===== config.mk =====
export PLATFORM = sky130hd
export DESIGN_NAME = calc_core_param
export DESIGN_NICKNAME = d
export VERILOG_FILES = /design/src/rtl/calc_core_param_pkg.sv /design/src/rtl/calc_seq_divider.sv /design/src/rtl/calc_core_param.sv
export SDC_FILE = /design/constraint.sdc
export NUM_CORES = 1
export LEC_CHECK = 0
export ABC_AREA = 1
export CAP_MARGIN = 20
export CORE_ASPECT_RATIO = 0.9
export CORE_MARGIN = 2
export CORE_UTILIZATION = 45
export DETAILED_ROUTE_END_ITERATION = 6
export PLACE_DENSITY = 0.65
export SETUP_SLACK_MARGIN = 0.15
export SLEW_MARGIN = 40
export SYNTH_ARGS = -nofsm -noshare
export SYNTH_HDL_FRONTEND = slang
export SYNTH_HIERARCHICAL = 1
export SYNTH_SLANG_ARGS = --single-unit

===== constraint.sdc =====
create_clock -name clk -period 10.39 [get_ports clk]
set_input_delay 2.078 -clock clk [delete_from_list [all_inputs] [get_ports clk]]
set_output_delay 2.078 -clock clk [all_outputs]
set_load 0.03 [all_outputs]

===== src/rtl/calc_core_param_pkg.sv =====
// Shared constants for the parametrised keypad calculator: key codes, op codes,
// FSM state encodings and data_out field offsets (relative to WIDTH).
package calc_core_param_pkg;

  localparam logic [3:0] KEY_0    = 4'd0;
  localparam logic [3:0] KEY_9    = 4'd9;
  localparam logic [3:0] KEY_A    = 4'd10;
  localparam logic [3:0] KEY_B    = 4'd11;
  localparam logic [3:0] KEY_C    = 4'd12;
  localparam logic [3:0] KEY_D    = 4'd13;
  localparam logic [3:0] KEY_ASS  = 4'd14;
  localparam logic [3:0] KEY_HASH = 4'd15;

  typedef enum logic [1:0] {
    SUMA  = 2'd0,
    RESTA = 2'd1,
    MULT  = 2'd2,
    DIV   = 2'd3
  } op_t;

  typedef enum logic [2:0] {
    ST_IDLE    = 3'd0,
    ST_LHS     = 3'd1,
    ST_OP_WAIT = 3'd2,
    ST_RHS     = 3'd3,
    ST_EXEC    = 3'd4,
    ST_RESULT  = 3'd5,
    ST_ERROR   = 3'd6
  } state_t;

  // data_out[WIDTH + DOUT_ERR_OFS] = error, data_out[WIDTH + DOUT_NEG_OFS] = negative
  localparam int unsigned DOUT_ERR_OFS = 32'd1;
  localparam int unsigned DOUT_NEG_OFS = 32'd0;

endpackage


===== src/rtl/calc_seq_divider.sv =====
// Restoring unsigned divider, one quotient bit per clock. The first step runs on
// the start edge, so done pulses exactly BITS cycles after start (BITS >= 2).
module calc_seq_divider #(
  parameter int unsigned BITS = 14
) (
  input  logic            clk,
  input  logic            reset_in,
  input  logic            start,
  input  logic [BITS-1:0] dividend,
  input  logic [BITS-1:0] divisor,
  output logic [BITS-1:0] quotient,
  output logic            done
);

  localparam int unsigned CW = $clog2(BITS + 1);

  logic [BITS-1:0]   rem_r;
  logic [BITS-1:0]   quo_r;
  logic [BITS-1:0]   den_r;
  logic [CW-1:0]     cnt_r;
  logic              done_r;
  logic [2*BITS-1:0] step_s;

  // Borrow out of the trial subtraction decides the quotient bit; the remainder
  // always stays below the divisor so BITS bits are enough to hold it.
  function automatic logic [2*BITS-1:0] div_step(input logic [BITS-1:0] rem,
                                                 input logic [BITS-1:0] quo,
                                                 input logic [BITS-1:0] den);
    logic [BITS:0] sh;
    logic [BITS:0] trial;
    sh    = {rem, quo[BITS-1]};
    trial = sh - {1'b0, den};
    if (trial[BITS] == 1'b0) begin
      return {trial[BITS-1:0], quo[BITS-2:0], 1'b1};
    end else begin
      return {sh[BITS-1:0], quo[BITS-2:0], 1'b0};
    end
  endfunction

  // one restoring step on the freshly presented operands or the running state
  always_comb begin
    if (start) begin
      step_s = div_step({BITS{1'b0}}, dividend, divisor);
    end else begin
      step_s = div_step(rem_r, quo_r, den_r);
    end
  end

  // iteration registers and done pulse
  always_ff @(posedge clk) begin
    if (reset_in) begin
      rem_r  <= '0;
      quo_r  <= '0;
      den_r  <= '0;
      cnt_r  <= '0;
      done_r <= 1'b0;
    end else if (start) begin
      {rem_r, quo_r} <= step_s;
      den_r          <= divisor;
      cnt_r          <= CW'(BITS - 32'd1);
      done_r         <= 1'b0;
    end else if (cnt_r != '0) begin
      {rem_r, quo_r} <= step_s;
      cnt_r          <= cnt_r - CW'(32'd1);
      done_r         <= (cnt_r == CW'(32'd1));
    end else begin
      done_r <= 1'b0;
    end
  end

  assign quotient = quo_r;
  assign done     = done_r;

endmodule


===== src/rtl/calc_core_param.sv =====
// Keypad calculator core: decimal entry, signed +,-,*, multi-cycle divide, chaining.
// Optional macro CALC_REPEAT_EQ_EN: EQUAL in RESULT re-applies the last op/rhs.
module calc_core_param
  import calc_core_param_pkg::*;
#(
  parameter int unsigned WIDTH   = 14,
  parameter int unsigned MAX_VAL = 9999
) (
  input  logic             clk,
  input  logic             reset_in,
  input  logic             data_ready,
  input  logic [3:0]       key_code,
  output logic [WIDTH+1:0] data_out,
  output logic             busy
);

  localparam int unsigned ERR_BIT = WIDTH + DOUT_ERR_OFS;
  localparam int unsigned NEG_BIT = WIDTH + DOUT_NEG_OFS;

  state_t           state_r, state_nxt_s;
  op_t              op_r, op_nxt_s, chain_op_r, chain_op_nxt_s, key_op_s, ex_op_s;
  logic [WIDTH-1:0] lhs_r, lhs_nxt_s, rhs_r, rhs_nxt_s, res_r, res_nxt_s;
  logic             lhs_neg_r, lhs_neg_nxt_s, res_neg_r, res_neg_nxt_s;
  logic             chain_r, chain_nxt_s, div_neg_r, div_neg_nxt_s;
  logic [WIDTH+1:0] data_out_r, dout_nxt_s, arith_s;
  logic             busy_r, busy_nxt_s;
  logic             key_ok_s, is_digit_s, is_op_s, is_hash_s, is_ce_s;
  logic             do_exec_s, ex_chain_s, ex_neg_s, div_start_s, div_done_s;
  logic [WIDTH-1:0] ex_lhs_s, ex_rhs_s, div_q_s;
`ifdef CALC_REPEAT_EQ_EN
  op_t              last_op_r, last_op_nxt_s;
  logic [WIDTH-1:0] last_rhs_r, last_rhs_nxt_s;
`endif

  // Appends a decimal digit; a digit that would push past MAX_VAL is dropped.
  function automatic logic [WIDTH-1:0] digit_concat(input logic [WIDTH-1:0] cur,
                                                    input logic [3:0] dig);
    logic [WIDTH+3:0] wide;
    wide = (WIDTH+4)'(cur) * (WIDTH+4)'(32'd10) + (WIDTH+4)'(dig);
    if (wide > (WIDTH+4)'(MAX_VAL)) begin
      return cur;
    end else begin
      return wide[WIDTH-1:0];
    end
  endfunction

  // Add/sub/mul on sign-magnitude operands; returns a word laid out like data_out.
  function automatic logic [WIDTH+1:0] arith(input op_t op, input logic a_neg,
                                             input logic [WIDTH-1:0] a,
                                             input logic [WIDTH-1:0] b);
    logic [WIDTH+1:0]   sa, sb, sum, smag;
    logic [2*WIDTH-1:0] prod;
    logic               err, neg;
    logic [WIDTH-1:0]   mag;
    sa   = a_neg ? -{2'b00, a} : {2'b00, a};
    sb   = {2'b00, b};
    sum  = (op == RESTA) ? (sa - sb) : (sa + sb);
    prod = (2*WIDTH)'(a) * (2*WIDTH)'(b);
    err  = 1'b0;
    neg  = 1'b0;
    mag  = '0;
    case (op)
      SUMA, RESTA: begin
        neg  = sum[WIDTH+1];
        smag = neg ? -sum : sum;
        err  = (smag > (WIDTH+2)'(MAX_VAL));
        mag  = smag[WIDTH-1:0];
      end
      MULT: begin
        err = (prod > (2*WIDTH)'(MAX_VAL));
        neg = a_neg;
        mag = prod[WIDTH-1:0];
      end
      default: begin
        err = 1'b0;
      end
    endcase
    if (mag == '0) begin
      neg = 1'b0;
    end else begin
      neg = neg;
    end
    if (err) begin
      return {1'b1, {(WIDTH+1){1'b0}}};
    end else begin
      return {1'b0, neg, mag};
    end
  endfunction

  assign key_ok_s   = data_ready && !busy_r;
  assign is_digit_s = (key_code <= KEY_9);
  assign is_op_s    = (key_code >= KEY_A) && (key_code <= KEY_D);
  assign is_hash_s  = (key_code == KEY_HASH);
  assign is_ce_s    = (key_code == KEY_ASS);

  // keypad letter to operator
  always_comb begin
    case (key_code)
      KEY_A:   key_op_s = SUMA;
      KEY_B:   key_op_s = RESTA;
      KEY_C:   key_op_s = MULT;
      KEY_D:   key_op_s = DIV;
      default: key_op_s = SUMA;
    endcase
  end

  calc_seq_divider #(.BITS(WIDTH)) u_div (
    .clk      (clk),
    .reset_in (reset_in),
    .start    (div_start_s),
    .dividend (ex_lhs_s),
    .divisor  (ex_rhs_s),
    .quotient (div_q_s),
    .done     (div_done_s)
  );

  // next-state and datapath update
  always_comb begin
    state_nxt_s    = state_r;
    op_nxt_s       = op_r;
    lhs_nxt_s      = lhs_r;
    lhs_neg_nxt_s  = lhs_neg_r;
    rhs_nxt_s      = rhs_r;
    res_nxt_s      = res_r;
    res_neg_nxt_s  = res_neg_r;
    chain_nxt_s    = chain_r;
    chain_op_nxt_s = chain_op_r;
    div_neg_nxt_s  = div_neg_r;
    div_start_s    = 1'b0;
    do_exec_s      = 1'b0;
    ex_chain_s     = 1'b0;
    ex_op_s        = op_r;
    ex_neg_s       = lhs_neg_r;
    ex_lhs_s       = lhs_r;
    ex_rhs_s       = rhs_r;
    arith_s        = '0;
`ifdef CALC_REPEAT_EQ_EN
    last_op_nxt_s  = last_op_r;
    last_rhs_nxt_s = last_rhs_r;
`endif
    if (key_ok_s && is_ce_s) begin
      state_nxt_s    = ST_IDLE;
      op_nxt_s       = SUMA;
      lhs_nxt_s      = '0;
      lhs_neg_nxt_s  = 1'b0;
      rhs_nxt_s      = '0;
      res_nxt_s      = '0;
      res_neg_nxt_s  = 1'b0;
      chain_nxt_s    = 1'b0;
      chain_op_nxt_s = SUMA;
      div_neg_nxt_s  = 1'b0;
`ifdef CALC_REPEAT_EQ_EN
      last_op_nxt_s  = SUMA;
      last_rhs_nxt_s = '0;
`endif
    end else if (state_r == ST_EXEC) begin
      if (div_done_s) begin
        res_nxt_s     = div_q_s;
        res_neg_nxt_s = div_neg_r && (div_q_s != '0);
        chain_nxt_s   = 1'b0;
        if (chain_r) begin
          state_nxt_s   = ST_OP_WAIT;
          lhs_nxt_s     = div_q_s;
          lhs_neg_nxt_s = div_neg_r && (div_q_s != '0);
          op_nxt_s      = chain_op_r;
        end else begin
          state_nxt_s = ST_RESULT;
        end
      end else begin
        state_nxt_s = ST_EXEC;
      end
    end else if (key_ok_s) begin
      case (state_r)
        ST_IDLE: begin
          if (is_digit_s) begin
            lhs_nxt_s     = WIDTH'(key_code);
            lhs_neg_nxt_s = 1'b0;
            state_nxt_s   = ST_LHS;
          end else begin
            state_nxt_s = ST_IDLE;
          end
        end
        ST_LHS: begin
          if (is_digit_s) begin
            lhs_nxt_s = digit_concat(lhs_r, key_code);
          end else if (is_op_s) begin
            op_nxt_s    = key_op_s;
            state_nxt_s = ST_OP_WAIT;
          end else if (is_hash_s) begin
            res_nxt_s     = lhs_r;
            res_neg_nxt_s = lhs_neg_r;
            state_nxt_s   = ST_RESULT;
          end else begin
            state_nxt_s = ST_LHS;
          end
        end
        ST_OP_WAIT: begin
          if (is_digit_s) begin
            rhs_nxt_s   = WIDTH'(key_code);
            state_nxt_s = ST_RHS;
          end else if (is_op_s) begin
            op_nxt_s = key_op_s;
          end else if (is_hash_s) begin
            res_nxt_s     = lhs_r;
            res_neg_nxt_s = lhs_neg_r;
            state_nxt_s   = ST_RESULT;
          end else begin
            state_nxt_s = ST_OP_WAIT;
          end
        end
        ST_RHS: begin
          if (is_digit_s) begin
            rhs_nxt_s = digit_concat(rhs_r, key_code);
          end else if (is_op_s || is_hash_s) begin
            do_exec_s  = 1'b1;
            ex_chain_s = is_op_s;
`ifdef CALC_REPEAT_EQ_EN
            last_op_nxt_s  = op_r;
            last_rhs_nxt_s = rhs_r;
`endif
          end else begin
            state_nxt_s = ST_RHS;
          end
        end
        ST_RESULT: begin
          if (is_digit_s) begin
            lhs_nxt_s     = WIDTH'(key_code);
            lhs_neg_nxt_s = 1'b0;
            state_nxt_s   = ST_LHS;
          end else if (is_op_s) begin
            lhs_nxt_s     = res_r;
            lhs_neg_nxt_s = res_neg_r;
            op_nxt_s      = key_op_s;
            state_nxt_s   = ST_OP_WAIT;
          end else if (is_hash_s) begin
`ifdef CALC_REPEAT_EQ_EN
            lhs_nxt_s     = res_r;
            lhs_neg_nxt_s = res_neg_r;
            do_exec_s     = 1'b1;
            ex_op_s       = last_op_r;
            ex_neg_s      = res_neg_r;
            ex_lhs_s      = res_r;
            ex_rhs_s      = last_rhs_r;
`else
            state_nxt_s = ST_RESULT;
`endif
          end else begin
            state_nxt_s = ST_RESULT;
          end
        end
        ST_ERROR: state_nxt_s = ST_ERROR;
        ST_EXEC:  state_nxt_s = ST_EXEC;
        default:  state_nxt_s = ST_IDLE;
      endcase
    end else begin
      state_nxt_s = state_r;
    end

    // evaluation of the pending op; divide hands off to the sequential divider
    if (do_exec_s) begin
      arith_s = arith(ex_op_s, ex_neg_s, ex_lhs_s, ex_rhs_s);
      if (ex_op_s == DIV) begin
        if (ex_rhs_s == '0) begin
          state_nxt_s = ST_ERROR;
        end else begin
          div_start_s    = 1'b1;
          div_neg_nxt_s  = ex_neg_s;
          chain_nxt_s    = ex_chain_s;
          chain_op_nxt_s = key_op_s;
          state_nxt_s    = ST_EXEC;
        end
      end else if (arith_s[ERR_BIT]) begin
        state_nxt_s = ST_ERROR;
      end else begin
        res_nxt_s     = arith_s[WIDTH-1:0];
        res_neg_nxt_s = arith_s[NEG_BIT];
        if (ex_chain_s) begin
          lhs_nxt_s     = arith_s[WIDTH-1:0];
          lhs_neg_nxt_s = arith_s[NEG_BIT];
          op_nxt_s      = key_op_s;
          state_nxt_s   = ST_OP_WAIT;
        end else begin
          state_nxt_s = ST_RESULT;
        end
      end
    end else begin
      arith_s = '0;
    end
  end

  // display source follows the state being entered
  always_comb begin
    case (state_nxt_s)
      ST_IDLE, ST_LHS, ST_OP_WAIT: dout_nxt_s = {1'b0, lhs_neg_nxt_s, lhs_nxt_s};
      ST_RHS:                      dout_nxt_s = {2'b00, rhs_nxt_s};
      ST_RESULT:                   dout_nxt_s = {1'b0, res_neg_nxt_s, res_nxt_s};
      ST_ERROR:                    dout_nxt_s = {1'b1, {(WIDTH+1){1'b0}}};
      ST_EXEC:                     dout_nxt_s = data_out_r;
      default:                     dout_nxt_s = data_out_r;
    endcase
    busy_nxt_s = (state_nxt_s == ST_EXEC);
  end

  // state register
  always_ff @(posedge clk) begin
    if (reset_in) begin
      state_r <= ST_IDLE;
    end else begin
      state_r <= state_nxt_s;
    end
  end

  // operand, result and output registers
  always_ff @(posedge clk) begin
    if (reset_in) begin
      op_r       <= SUMA;
      lhs_r      <= '0;
      lhs_neg_r  <= 1'b0;
      rhs_r      <= '0;
      res_r      <= '0;
      res_neg_r  <= 1'b0;
      chain_r    <= 1'b0;
      chain_op_r <= SUMA;
      div_neg_r  <= 1'b0;
      data_out_r <= '0;
      busy_r     <= 1'b0;
`ifdef CALC_REPEAT_EQ_EN
      last_op_r  <= SUMA;
      last_rhs_r <= '0;
`endif
    end else begin
      op_r       <= op_nxt_s;
      lhs_r      <= lhs_nxt_s;
      lhs_neg_r  <= lhs_neg_nxt_s;
      rhs_r      <= rhs_nxt_s;
      res_r      <= res_nxt_s;
      res_neg_r  <= res_neg_nxt_s;
      chain_r    <= chain_nxt_s;
      chain_op_r <= chain_op_nxt_s;
      div_neg_r  <= div_neg_nxt_s;
      data_out_r <= dout_nxt_s;
      busy_r     <= busy_nxt_s;
`ifdef CALC_REPEAT_EQ_EN
      last_op_r  <= last_op_nxt_s;
      last_rhs_r <= last_rhs_nxt_s;
`endif
    end
  end

  assign data_out = data_out_r;
  assign busy     = busy_r;

endmodule


# After elaboration in Yosys (flattened, before gate mapping)
# Index checks and enable logic that the tools add are counted.
[totals]
inputBits = 7
output_inout_bits = 17
reg_bits = 117
word_cells = 222
[op_classes]
eq_ne = 21
bitwise = 1
n_reduce_logical = 21
order_cmp = 7
addsub = 9
muxes = 142
n_mul = 3
[ops]
columns = ["cell", "n"]
rows = [
  ["14-bit 2-to-1 mux", 36],
  ["28-bit 2-to-1 mux", 3],
  ["16-bit 2-to-1 mux", 5],
  ["16-bit case mux with 4 select lines", 1],
  ["3-bit 2-to-1 mux", 19],
  ["14-bit case mux with 2 select lines", 2],
  ["1-bit 2-to-1 mux", 51],
  ["14-bit case mux with 3 select lines", 1],
  ["18-bit by 4-bit adder with 18-bit output", 2],
  ["18-bit by 14-bit > comparator with 1-bit output, second input constant", 2],
  ["14-bit by 3-bit multiplier with 17-bit output, second input constant", 2],
  ["2-bit 2-to-1 mux", 17],
  ["28-bit by 14-bit > comparator with 1-bit output, second input constant", 1],
  ["14-bit logical NOT", 2],
  ["14-bit by 14-bit multiplier with 28-bit output", 1],
  ["4-bit equality test, second input constant", 5],
  ["3-bit equality test, second input constant", 6],
  ["3-bit case mux with 6 select lines", 1],
  ["16-bit by 14-bit adder with 16-bit output", 1],
  ["16-bit by 14-bit > comparator with 1-bit output, second input constant", 1],
  ["14-bit negation with 16-bit output", 1],
  ["16-bit negation", 1],
  ["16-bit by 14-bit subtractor with 16-bit output", 1],
  ["1-bit by 14-bit subtractor with 15-bit output", 1],
  ["other kinds (23)", 41],
]

# Depth between registers and ports, before layout
# Gate-level depths: netlist of the first run.
[logic_depth]
depth_word = 20
depth_mapped = 43

# By module
# Netlist of the first run, hierarchy kept.
[modules_own_cells]
columns = ["module", "area_per_inst_um2", "seq_area_each_um2", "cells_per_inst", "n_inst"]
rows = [
  ["calc_core_param", 17772.0, 1401.3, 2878, 1],
  ["calc_seq_divider", 3071.7, 940.9, 484, 1],
]

# Worst setup path before layout of the first run
# Ideal clock, no wire load.
[synth_timing]
path_type = "reg2reg"
startpoint = "register rhs_r[12], in the netlist ex_rhs_s[12]"
endpoint = "register data_out_r[6], in the netlist data_out[6]"
t_arrival_ps = 6738
n_path_buf = 3
slack_ps = 3535
t_required_ps = 10273
path_stages_with_launch = 36
path_cell_list = "dfxtp_1 -> clkbuf_1 -> clkbuf_1 -> nand2_1 -> fa_1 -> fa_1 -> inv_1 -> fa_1 -> fa_1 -> fa_1 -> inv_1 -> fa_1 -> inv_1 -> ha_1 -> a21oi_1 -> a21boi_0 -> o21bai_1 -> nand2_1 -> nand3_1 -> nand2_1 -> nand2_1 -> inv_1 -> nand2_1 -> nor2_1 -> nand2_1 -> nor2_1 -> nand2_1 -> nand3_1 -> nand2_1 -> inv_2 -> nand3_1 -> buf_2 -> o21ai_0 -> nor2_2 -> nor2_1 -> nor2_1"
[synth_via]
elab_chain_cells = 15
elab_cells_between_ends = 44
[synth_rtl]
columns = ["element", "line_no", "rtl"]
rows = [
  ["start, declared", "calc_core_param.sv:22", "logic [WIDTH-1:0] lhs_r, lhs_nxt_s, rhs_r, rhs_nxt_s, res_r, res_nxt_s;"],
  ["start signal, assigned", "calc_core_param.sv:335", "rhs_r <= rhs_nxt_s;"],
  ["branches (longest 15 deep; another with 18-bit by 4-bit adder with 18-bit output)", "--", ""],
  ["end signal, assigned", "calc_core_param.sv:341", "data_out_r <= dout_nxt_s;"],
  ["end, declared", "calc_core_param.sv:25", "logic [WIDTH+1:0] data_out_r, dout_nxt_s, arith_s;"],
]
# Parallel ways; which one is timed is not known. The select of a mux whose other input is x is not followed.
# A chain may end at the register's enable or synchronous reset.

# Final worst setup path of the first run
[layout_timing]
startpoint = "register lhs_r[7], in the netlist ex_lhs_s[7]"
endpoint = "register data_out_r[0], in the netlist data_out[0]"
[layout_via]
elab_chain_cells = 17
elab_cells_between_ends = 44
[layout_rtl]
columns = ["element", "line_no", "rtl"]
rows = [
  ["start, declared", "calc_core_param.sv:22", ""],
  ["start signal, assigned", "calc_core_param.sv:333", "lhs_r <= lhs_nxt_s;"],
  ["14-bit negation with 16-bit output", "calc_core_param.sv:55", "sa = a_neg ? -{2'b00, a} : {2'b00, a};"],
  ["16-bit 2-to-1 mux", "calc_core_param.sv:55", ""],
  ["16-bit by 14-bit adder with 16-bit output / 16-bit by 14-bit subtractor with 16-bit output (equally long branches)", "calc_core_param.sv:57", "sum = (op == RESTA) ? (sa - sb) : (sa + sb);"],
  ["16-bit 2-to-1 mux", "calc_core_param.sv:57", ""],
  ["16-bit negation", "calc_core_param.sv:65", "smag = neg ? -sum : sum;"],
  ["16-bit 2-to-1 mux", "calc_core_param.sv:65", ""],
  ["16-bit by 14-bit > comparator with 1-bit output", "calc_core_param.sv:66", "err = (smag > (WIDTH+2)'(MAX_VAL));"],
  ["1-bit case mux with 2 select lines", "calc_core_param.sv:62", "case (op)"],
  ["1-bit 2-to-1 mux", "calc_core_param.sv:260", "if (do_exec_s) begin"],
  ["16-bit 2-to-1 mux", "calc_core_param.sv:83", "if (err) begin"],
  ["16-bit 2-to-1 mux", "calc_core_param.sv:260", ""],
  ["3-bit 2-to-1 mux", "calc_core_param.sv:272", "end else if (arith_s[ERR_BIT]) begin"],
  ["3-bit 2-to-1 mux", "calc_core_param.sv:262", "if (ex_op_s == DIV) begin"],
  ["3-bit 2-to-1 mux", "calc_core_param.sv:260", ""],
  ["3-bit by 1-bit equality test with 1-bit output, or another cell as far along", "calc_core_param.sv:293", "case (state_nxt_s)"],
  ["3-bit OR reduction", "calc_core_param.sv:293", ""],
  ["16-bit case mux with 4 select lines / 4-bit nonzero test (equally long branches)", "--", ""],
]
# Several ways; a longest one is shown, not always the timed one. The select of a mux whose other input is x is not followed.

==> metrics.txt, run 1 <==
# TYPE chip_impl_metric gauge
chip_impl_metric{name="finish.net_count",unit=""} 3650
chip_impl_metric{name="place.gp.congestion",unit=""} 1.029
chip_impl_metric{name="placed_cells_incl_taps",unit=""} 3902
chip_impl_metric{name="hold_violations",unit=""} 0
chip_impl_metric{name="mappedNetlistArea",unit="sq um"} 20840
chip_impl_metric{name="insertion_delay_of_the_later_clocked_pin_in_the_worst_skew_pair",unit="ps"} 430
chip_impl_metric{name="fraction_of_layout_cells_with_a_size_suffix_above_1",unit="%"} 5.592
chip_impl_info{name="worst_setup_path_start_kind",value="register"} 1
chip_impl_info{name="synth_area_leader_cell",value="sky130_fd_sc_hd__nand2_1"} 1
chip_impl_metric{name="coreArea",unit="sq um"} 45550
chip_impl_metric{name="num_vias",unit=""} 21270
chip_impl_metric{name="critical_path_s_largest_stage_delay",unit="ps"} 820
chip_impl_info{name="outcome",value="completed"} 1
chip_impl_metric{name="route.final.wire_length",unit="um"} 70460
chip_impl_metric{name="cp_max_fo",unit=""} 33
chip_impl_metric{name="gr-usage-all-layers",unit="%"} 29.71
chip_impl_metric{name="final_cell_count_no_fill",unit=""} 3934
chip_impl_metric{name="number_of_synthesized_flops_with_an_enable_pin",unit=""} 0
chip_impl_metric{name="arrival_time_of_the_worst_setup_path",unit="ps"} 8830
chip_impl_metric{name="floorplan.initialDensity",unit="%"} 45.76
chip_impl_metric{name="p_leak",unit="uW"} 0.01196
chip_impl_metric{name="synth.net_count",unit=""} 3699
chip_impl_metric{name="synth_area_per_cell",unit="sq um"} 6.200
chip_impl_metric{name="io_pins",unit=""} 24
chip_impl_metric{name="postCtsSetupBuffers",unit=""} 0
chip_impl_metric{name="cts.clk_slew.worst_paths",unit="ps"} 60
chip_impl_metric{name="dp_hpwl",unit="um"} 55820
chip_impl_metric{name="floorplan.die_area",unit="sq um"} 48060
chip_impl_info{name="final_common_cell",value="sky130_fd_sc_hd__nand2_1"} 1
chip_impl_info{name="cell_at_the_slowest_stage_of_the_critical_path",value="sky130_fd_sc_hd__dfxtp_1"} 1
chip_impl_info{name="root_buffer",value="sky130_fd_sc_hd__clkbuf_16"} 1
chip_impl_metric{name="post_cts_hold_buffer_count",unit=""} 0
chip_impl_metric{name="report.power.total",unit="uW"} 2666
chip_impl_metric{name="timing.final.crit_period",unit="ps"} 8507
chip_impl_metric{name="clockBufferDepth",unit=""} 2
chip_impl_metric{name="final-setup-viol-count",unit=""} 0
chip_impl_metric{name="final-max-slew-violation-count",unit=""} 0
chip_impl_metric{name="row_count",unit=""} 74
chip_impl_metric{name="route.detailed.drc",unit=""} 0
chip_impl_metric{name="wire_length_of_the_first_global_routing_pass",unit="um"} 113100
chip_impl_info{name="criticalPathCategory",value="reg2reg"} 1
chip_impl_metric{name="die_width",unit="um"} 230.9
chip_impl_metric{name="power.ir.vdd_worst",unit="mV"} 0.09666
chip_impl_metric{name="synth_sequential_area_ratio",unit="%"} 11.24
chip_impl_metric{name="number_of_buffers_inserted_during_clock_tree_synthesis",unit=""} 17
chip_impl_metric{name="antenna_found_initial",unit=""} 1
chip_impl_metric{name="required",unit="ps"} 10710
chip_impl_metric{name="synthToLayoutAreaGrowth",unit="%"} 6.177
chip_impl_info{name="critical_path.endpoint_type",value="register"} 1
chip_impl_metric{name="fmax",unit="MHz"} 117.6
chip_impl_metric{name="grt_max_degree",unit=""} 73
chip_impl_metric{name="netlist-cell-type-count",unit=""} 60
chip_impl_metric{name="drt_iter0_markers",unit=""} 2215
chip_impl_metric{name="h-tree-depth",unit=""} 4
chip_impl_info{name="mostFrequentLayoutCells",value="sky130_fd_sc_hd__nand2_1, sky130_fd_sc_hd__inv_1, sky130_fd_sc_hd__nor2_1"} 1
chip_impl_metric{name="cts.repair.resized",unit=""} 0
chip_impl_info{name="synth_top_flop_cell",value="sky130_fd_sc_hd__dfxtp_1"} 1
chip_impl_metric{name="n_diodes",unit=""} 0
chip_impl_metric{name="vert_die_dim",unit="um"} 208.2
chip_impl_metric{name="place.port_buffers",unit=""} 23
chip_impl_metric{name="synth.top_cell.area_share",unit="%"} 16.21
chip_impl_metric{name="grt_overflow_total",unit=""} 0
chip_impl_info{name="rsz0062_at_grt",value="false"} 1
chip_impl_metric{name="maxSlewHeadroom",unit="%"} 39.25
chip_impl_metric{name="ff_latch_count_synth",unit=""} 117
chip_impl_metric{name="vias_per_cell",unit=""} 5.408
chip_impl_metric{name="clock_sink_count",unit=""} 117
chip_impl_metric{name="route.antenna.remaining_nets",unit=""} 0
chip_impl_info{name="ys_top_cells_by_area",value="sky130_fd_sc_hd__nand2_1, sky130_fd_sc_hd__fa_1, sky130_fd_sc_hd__inv_1, sky130_fd_sc_hd__dfxtp_1, sky130_fd_sc_hd__ha_1"} 1
chip_impl_metric{name="layout.core_utilization",unit="%"} 48.58
chip_impl_metric{name="drt_pass1_iterations",unit=""} 6
chip_impl_metric{name="avgRoutedWirePerCell",unit="um"} 17.91
chip_impl_metric{name="grt_pass1_vias",unit=""} 20170
chip_impl_metric{name="postSynthCellCount",unit=""} 3362
chip_impl_metric{name="fillers",unit=""} 4852
chip_impl_info{name="hold_class",value="reg2reg"} 1
chip_impl_metric{name="yosys_warning_total",unit=""} 6
chip_impl_metric{name="synthArstFlopShare",unit="%"} 0
chip_impl_metric{name="tightest_slew",unit="ps"} 899.5
chip_impl_info{name="clock_tree_from_tritoncts",value="yes"} 1
chip_impl_metric{name="totalNegativeSetupSlack",unit="ps"} 0
chip_impl_metric{name="min_period_over_period",unit="%"} 81.88
chip_impl_metric{name="max_cap_violations",unit=""} 0
chip_impl_metric{name="powerDensity",unit="nW/um^2"} 120.5
chip_impl_metric{name="worst_clock_skew",unit="ps"} 15.90
final cells by class:
| class | instances | area, sq um | area share (%) |
|---|---|---|---|
| clock buffers | 20 | 456.7 | 2.064 |
| flip-flops and latches | 117 | 2351 | 10.62 |
| clock inverters | 12 | 153.9 | 0.6954 |
| multi-input cells | 2452 | 15400 | 69.61 |
| inverters | 665 | 2501 | 11.30 |
| repair buffers | 60 | 503.0 | 2.273 |
| well taps | 608 | 760.7 | 3.437 |
cell families after synthesis:
family                     count (synthesis)  share of synthesized area, %
xor gates and xnor gates                  80                         3.488
DFF                                      117                         11.24
adders and majority gates                330                         25.10
buffers and inverters                    793                         14.95
and+or+nand+nor                         1603                         33.14
AOI/OAI and AO/OA                        439                         12.08
final timing paths:
| kind | to | depth (start not counted) | slack (ps) | from |
|---|---|---|---|---|
| max | data_out[0] | 31 | 1880 | ex_lhs_s[7] |
| min | u_div/den_r[3] | 2 | 470 | u_div/den_r[3] |
| max reg2reg | data_out[0] | 31 | 1880 | ex_lhs_s[7] |
| min reg2reg | u_div/den_r[3] | 2 | 470 | u_div/den_r[3] |
flip-flops by register name, indices dropped and copies added (netlist names):
register	count
ex_lhs_s	14
div_neg_r	1
busy	1
u_div/cnt_r	4
u_div/den_r	14
ex_neg_s	1
u_div/quotient	14
u_div/rem_r	14
chain_op_r	2
data_out	16
chain_r	1
res_neg_r	1
u_div/done	1
res_r	14
ex_op_s	2
ex_rhs_s	14
state_r	3
Yosys cell counts (3+ instances only):
cell type	instances
sky130_fd_sc_hd__buf_6	9
sky130_fd_sc_hd__nor2_1	277
sky130_fd_sc_hd__o21bai_1	5
sky130_fd_sc_hd__a22oi_1	3
sky130_fd_sc_hd__clkinv_1	7
sky130_fd_sc_hd__fa_1	147
sky130_fd_sc_hd__xnor2_1	25
sky130_fd_sc_hd__a211oi_1	9
sky130_fd_sc_hd__nor2_2	22
sky130_fd_sc_hd__nand3_1	219
sky130_fd_sc_hd__a21oi_4	4
sky130_fd_sc_hd__a31oi_1	20
sky130_fd_sc_hd__ha_1	183
sky130_fd_sc_hd__nor3_1	25
sky130_fd_sc_hd__o22ai_1	10
sky130_fd_sc_hd__buf_1	12
sky130_fd_sc_hd__nor3_2	3
sky130_fd_sc_hd__and2_1	5
sky130_fd_sc_hd__nand4_1	85
sky130_fd_sc_hd__inv_2	15
sky130_fd_sc_hd__o21ai_1	3
sky130_fd_sc_hd__nand3b_1	10
sky130_fd_sc_hd__inv_1	641
sky130_fd_sc_hd__a21oi_1	162
sky130_fd_sc_hd__nor2_4	6
sky130_fd_sc_hd__nand3_2	10
sky130_fd_sc_hd__clkbuf_1	70
sky130_fd_sc_hd__buf_2	28
sky130_fd_sc_hd__a21boi_0	3
sky130_fd_sc_hd__nor4_1	6
sky130_fd_sc_hd__dfxtp_1	117
sky130_fd_sc_hd__o21ai_0	158
sky130_fd_sc_hd__nand2_1	900
sky130_fd_sc_hd__nand2_4	6
sky130_fd_sc_hd__buf_4	8
sky130_fd_sc_hd__a21o_1	7
sky130_fd_sc_hd__o211ai_1	35
sky130_fd_sc_hd__a21oi_2	5
sky130_fd_sc_hd__xor2_1	53
sky130_fd_sc_hd__o41ai_1	3
sky130_fd_sc_hd__nand2_2	22
through the flow:
stage	hold slack (ps)	worst slack [ps]	cell area (sq um)
after floorplan	433.3	3535	20840
after global placement	461.1	1946	21500
after detailed placement	459.6	1900	21520
after CTS	467.3	1865	22130
after global routing	517.8	1282	22130
final	467.9	1883	22130
worst max-delay path: cells and delay by family (launching register included):
| family | cells | cell delay [ps] |
|---|---|---|
| buf+inv | 5 | 330 |
| flops | 1 | 820 |
| simple gates | 14 | 2560 |
| compound gates | 5 | 1250 |
| fa+ha+maj | 7 | 3410 |
routing by layer:
| layer | up-vias | routed length, um | global-route usage (%) |
|---|---|---|---|
| met5 | - | 12 | 0 |
| li1 | 10460 | - | - |
| met3 | 128 | 6769 | 5.798 |
| met4 | 2 | 2394 | 9.522 |
| met2 | 891 | 29870 | 44.97 |
| met1 | 9794 | 31420 | 42.29 |
report_power, final:
| group | switching (uW) | internal [uW] |
|---|---|---|
| Combinational | 1040 | 452 |
| Sequential | 55.2 | 496 |
| Clock | 235 | 390 |
Power figures use the tool's default switching activity.
==> run 2: changes to the inputs <==
clock period = 8.7 ns   (was 10.39 ns; I/O delays follow)
==> metrics.txt, run 2 (synthesis results as in run 1) <==
# TYPE chip_impl_metric gauge
chip_impl_metric{name="number_of_buffers_inserted_during_clock_tree_synthesis",unit=""} 17
chip_impl_metric{name="final-setup-viol-count",unit=""} 0
chip_impl_metric{name="vert_die_dim",unit="um"} 208.2
chip_impl_metric{name="grt_overflow_total",unit=""} 0
chip_impl_metric{name="fillers",unit=""} 4861
chip_impl_metric{name="powerDensity",unit="nW/um^2"} 146.2
chip_impl_metric{name="die_width",unit="um"} 230.9
chip_impl_info{name="final_common_cell",value="sky130_fd_sc_hd__nand2_1"} 1
chip_impl_info{name="worst_setup_path_start_kind",value="register"} 1
chip_impl_metric{name="finish.net_count",unit=""} 3671
chip_impl_metric{name="min_period_over_period",unit="%"} 92.76
chip_impl_info{name="critical_path.endpoint_type",value="register"} 1
chip_impl_metric{name="floorplan.initialDensity",unit="%"} 45.76
chip_impl_metric{name="place.gp.congestion",unit=""} 1.048
chip_impl_metric{name="drt_iter0_markers",unit=""} 2394
chip_impl_metric{name="route.final.wire_length",unit="um"} 70380
chip_impl_metric{name="clockBufferDepth",unit=""} 2
chip_impl_metric{name="switching_share",unit="%"} 48.47
chip_impl_metric{name="required",unit="ps"} 8980
chip_impl_metric{name="route.antenna.remaining_nets",unit=""} 0
chip_impl_metric{name="max_cap_violations",unit=""} 0
chip_impl_metric{name="floorplan.die_area",unit="sq um"} 48060
chip_impl_metric{name="power_frac_seq",unit="%"} 20.1
chip_impl_metric{name="layout.core_utilization",unit="%"} 49.04
chip_impl_info{name="root_buffer",value="sky130_fd_sc_hd__clkbuf_16"} 1
chip_impl_metric{name="insertion_delay_of_the_later_clocked_pin_in_the_worst_skew_pair",unit="ps"} 430
chip_impl_metric{name="largest_register_ff_count",unit=""} 16
chip_impl_metric{name="fmax",unit="MHz"} 123.9
chip_impl_metric{name="final-max-slew-violation-count",unit=""} 0
chip_impl_metric{name="met1_wl",unit="um"} 31710
chip_impl_metric{name="instance_area_after_placement",unit="sq um"} 21670
chip_impl_metric{name="pwr-share-clk",unit="%"} 24.8
chip_impl_metric{name="grt_max_degree",unit=""} 43
chip_impl_info{name="worst_path_most_repeated_cell",value="sky130_fd_sc_hd__nand2_1"} 1
chip_impl_metric{name="avgRoutedWirePerCell",unit="um"} 17.80
chip_impl_metric{name="cp_max_fo",unit=""} 12
chip_impl_metric{name="timing.final.crit_period",unit="ps"} 8070
chip_impl_metric{name="coreArea",unit="sq um"} 45550
chip_impl_metric{name="place.port_buffers",unit=""} 23
chip_impl_metric{name="postCtsSetupBuffers",unit=""} 0
chip_impl_metric{name="finish.instance_area",unit="sq um"} 22340
chip_impl_metric{name="vias_per_cell",unit=""} 5.430
chip_impl_info{name="rsz0062_at_grt",value="false"} 1
chip_impl_metric{name="drt_pass1_iterations",unit=""} 6
chip_impl_metric{name="row_count",unit=""} 74
chip_impl_info{name="worst_path_dominant_cell_family",value="adder cells"} 1
chip_impl_metric{name="switching_power",unit="uW"} 1583
chip_impl_metric{name="antenna_found_initial",unit=""} 2
chip_impl_metric{name="report.power.total",unit="uW"} 3265
chip_impl_metric{name="gr-usage-all-layers",unit="%"} 29.39
chip_impl_metric{name="io_pins",unit=""} 24
chip_impl_metric{name="power.ir.vdd_worst",unit="mV"} 0.1254
chip_impl_metric{name="p_int",unit="uW"} 1683
chip_impl_metric{name="grt_pass1_vias",unit=""} 20150
chip_impl_metric{name="synthToLayoutAreaGrowth",unit="%"} 7.185
chip_impl_metric{name="route.detailed.drc",unit=""} 0
chip_impl_metric{name="hold_violations",unit=""} 0
chip_impl_info{name="hold_class",value="reg2reg"} 1
chip_impl_info{name="mostFrequentLayoutCells",value="sky130_fd_sc_hd__nand2_1, sky130_fd_sc_hd__inv_1, sky130_fd_sc_hd__nor2_1"} 1
chip_impl_info{name="clock_tree_from_tritoncts",value="yes"} 1
chip_impl_metric{name="wire_length_of_the_first_global_routing_pass",unit="um"} 111800
chip_impl_metric{name="critical_path_s_largest_stage_delay",unit="ps"} 660
chip_impl_info{name="cell_at_the_slowest_stage_of_the_critical_path",value="sky130_fd_sc_hd__dfxtp_1"} 1
chip_impl_info{name="highest-signal-layer",value="met5"} 1
chip_impl_info{name="outcome",value="completed"} 1
chip_impl_metric{name="maxSlewHeadroom",unit="%"} 44.80
chip_impl_metric{name="h-tree-depth",unit=""} 4
chip_impl_metric{name="num_vias",unit=""} 21480
chip_impl_info{name="criticalPathCategory",value="reg2reg"} 1
chip_impl_metric{name="totalNegativeSetupSlack",unit="ps"} 0
chip_impl_metric{name="worst-path-buf-inv",unit=""} 7
chip_impl_metric{name="met3_wirelength_from_detailed_routing",unit="um"} 6550
chip_impl_metric{name="tightest_slew",unit="ps"} 825.0
chip_impl_metric{name="dp_hpwl",unit="um"} 56510
chip_impl_metric{name="met2_wire_len",unit="um"} 29280
chip_impl_metric{name="fraction_of_layout_cells_with_a_size_suffix_above_1",unit="%"} 5.858
chip_impl_metric{name="arrival_time_of_the_worst_setup_path",unit="ps"} 8350
chip_impl_metric{name="worst_clock_skew",unit="ps"} 32.59
chip_impl_metric{name="p_leak",unit="uW"} 0.01210
chip_impl_metric{name="comb_power_share",unit="%"} 55.1
chip_impl_metric{name="clock_sink_count",unit=""} 117
chip_impl_metric{name="cts.clk_slew.worst_paths",unit="ps"} 60
[run 2: changes by cell type in the layout (fill, tap and decap cells not counted), sizes merged]
cell	before	now
buf	38	59
diode	0	1
clkbuf	20	24
bufinv	3	5
clkinv	14	9
clkinvlp	3	1
[run 2: layout make-up]
class	instances	area (sq um)	area share, %
diodes	1	2.502	0.01120
well taps	608	760.7	3.405
inverters	665	2501	11.20
clock buffers	24	501.7	2.246
multi-input cells	2452	15390	68.89
clock inverters	7	166.4	0.7449
flip-flops and latches	117	2345	10.50
repair buffers	81	673.1	3.013
[run 2: path summary, 6_finish.rpt]
check | depth (start not counted) | slack [ps] | start | end
setup / recovery | 32 | 630 | ex_rhs_s[6] | ex_lhs_s[5]
hold / removal | 2 | 470 | u_div/den_r[11] | u_div/den_r[11]
setup reg to reg | 32 | 630 | ex_rhs_s[6] | ex_lhs_s[5]
hold reg to reg | 2 | 470 | u_div/den_r[11] | u_div/den_r[11]
[run 2: stage by stage]
step	instances	setup slack [ps]	hold slack (ps)
after floorplan	3362	1845	433.3
after global placement	3923	806.6	451.1
after detailed placement	3923	782.8	458.2
after CTS	3954	738.4	467.2
after global routing	3954	157.1	480.5
final	3955	629.7	467.9
[run 2: power by group through the flow]
stage	Sequential, uW	Clock [uW]	Combinational, uW
floorplan	646	0	1350
detailed placement	665	0	1750
global placement	665	0	1760
CTS	654	811	1770
global route	665	837	2020
finish	657	810	1800
[run 2: what timing repair did]
action | CTS | global route
hold buffers | 0 | 0
gates resized for setup | 0 | 1
setup endpoints to repair | 0 | 4
[run 2: tightest hold or removal path: stages (launching register included)]
cell and delay, ps:
sky130_fd_sc_hd__dfxtp_1 300, sky130_fd_sc_hd__inv_1 60, sky130_fd_sc_hd__a21oi_1 60
[run 2: per-layer routing]
metal,vias to the layer above,GRT usage [%]
met5,-,0
met4,2,11.21
met3,149,5.620
met2,979,43.37
met1,9844,42.13
li1,10500,-
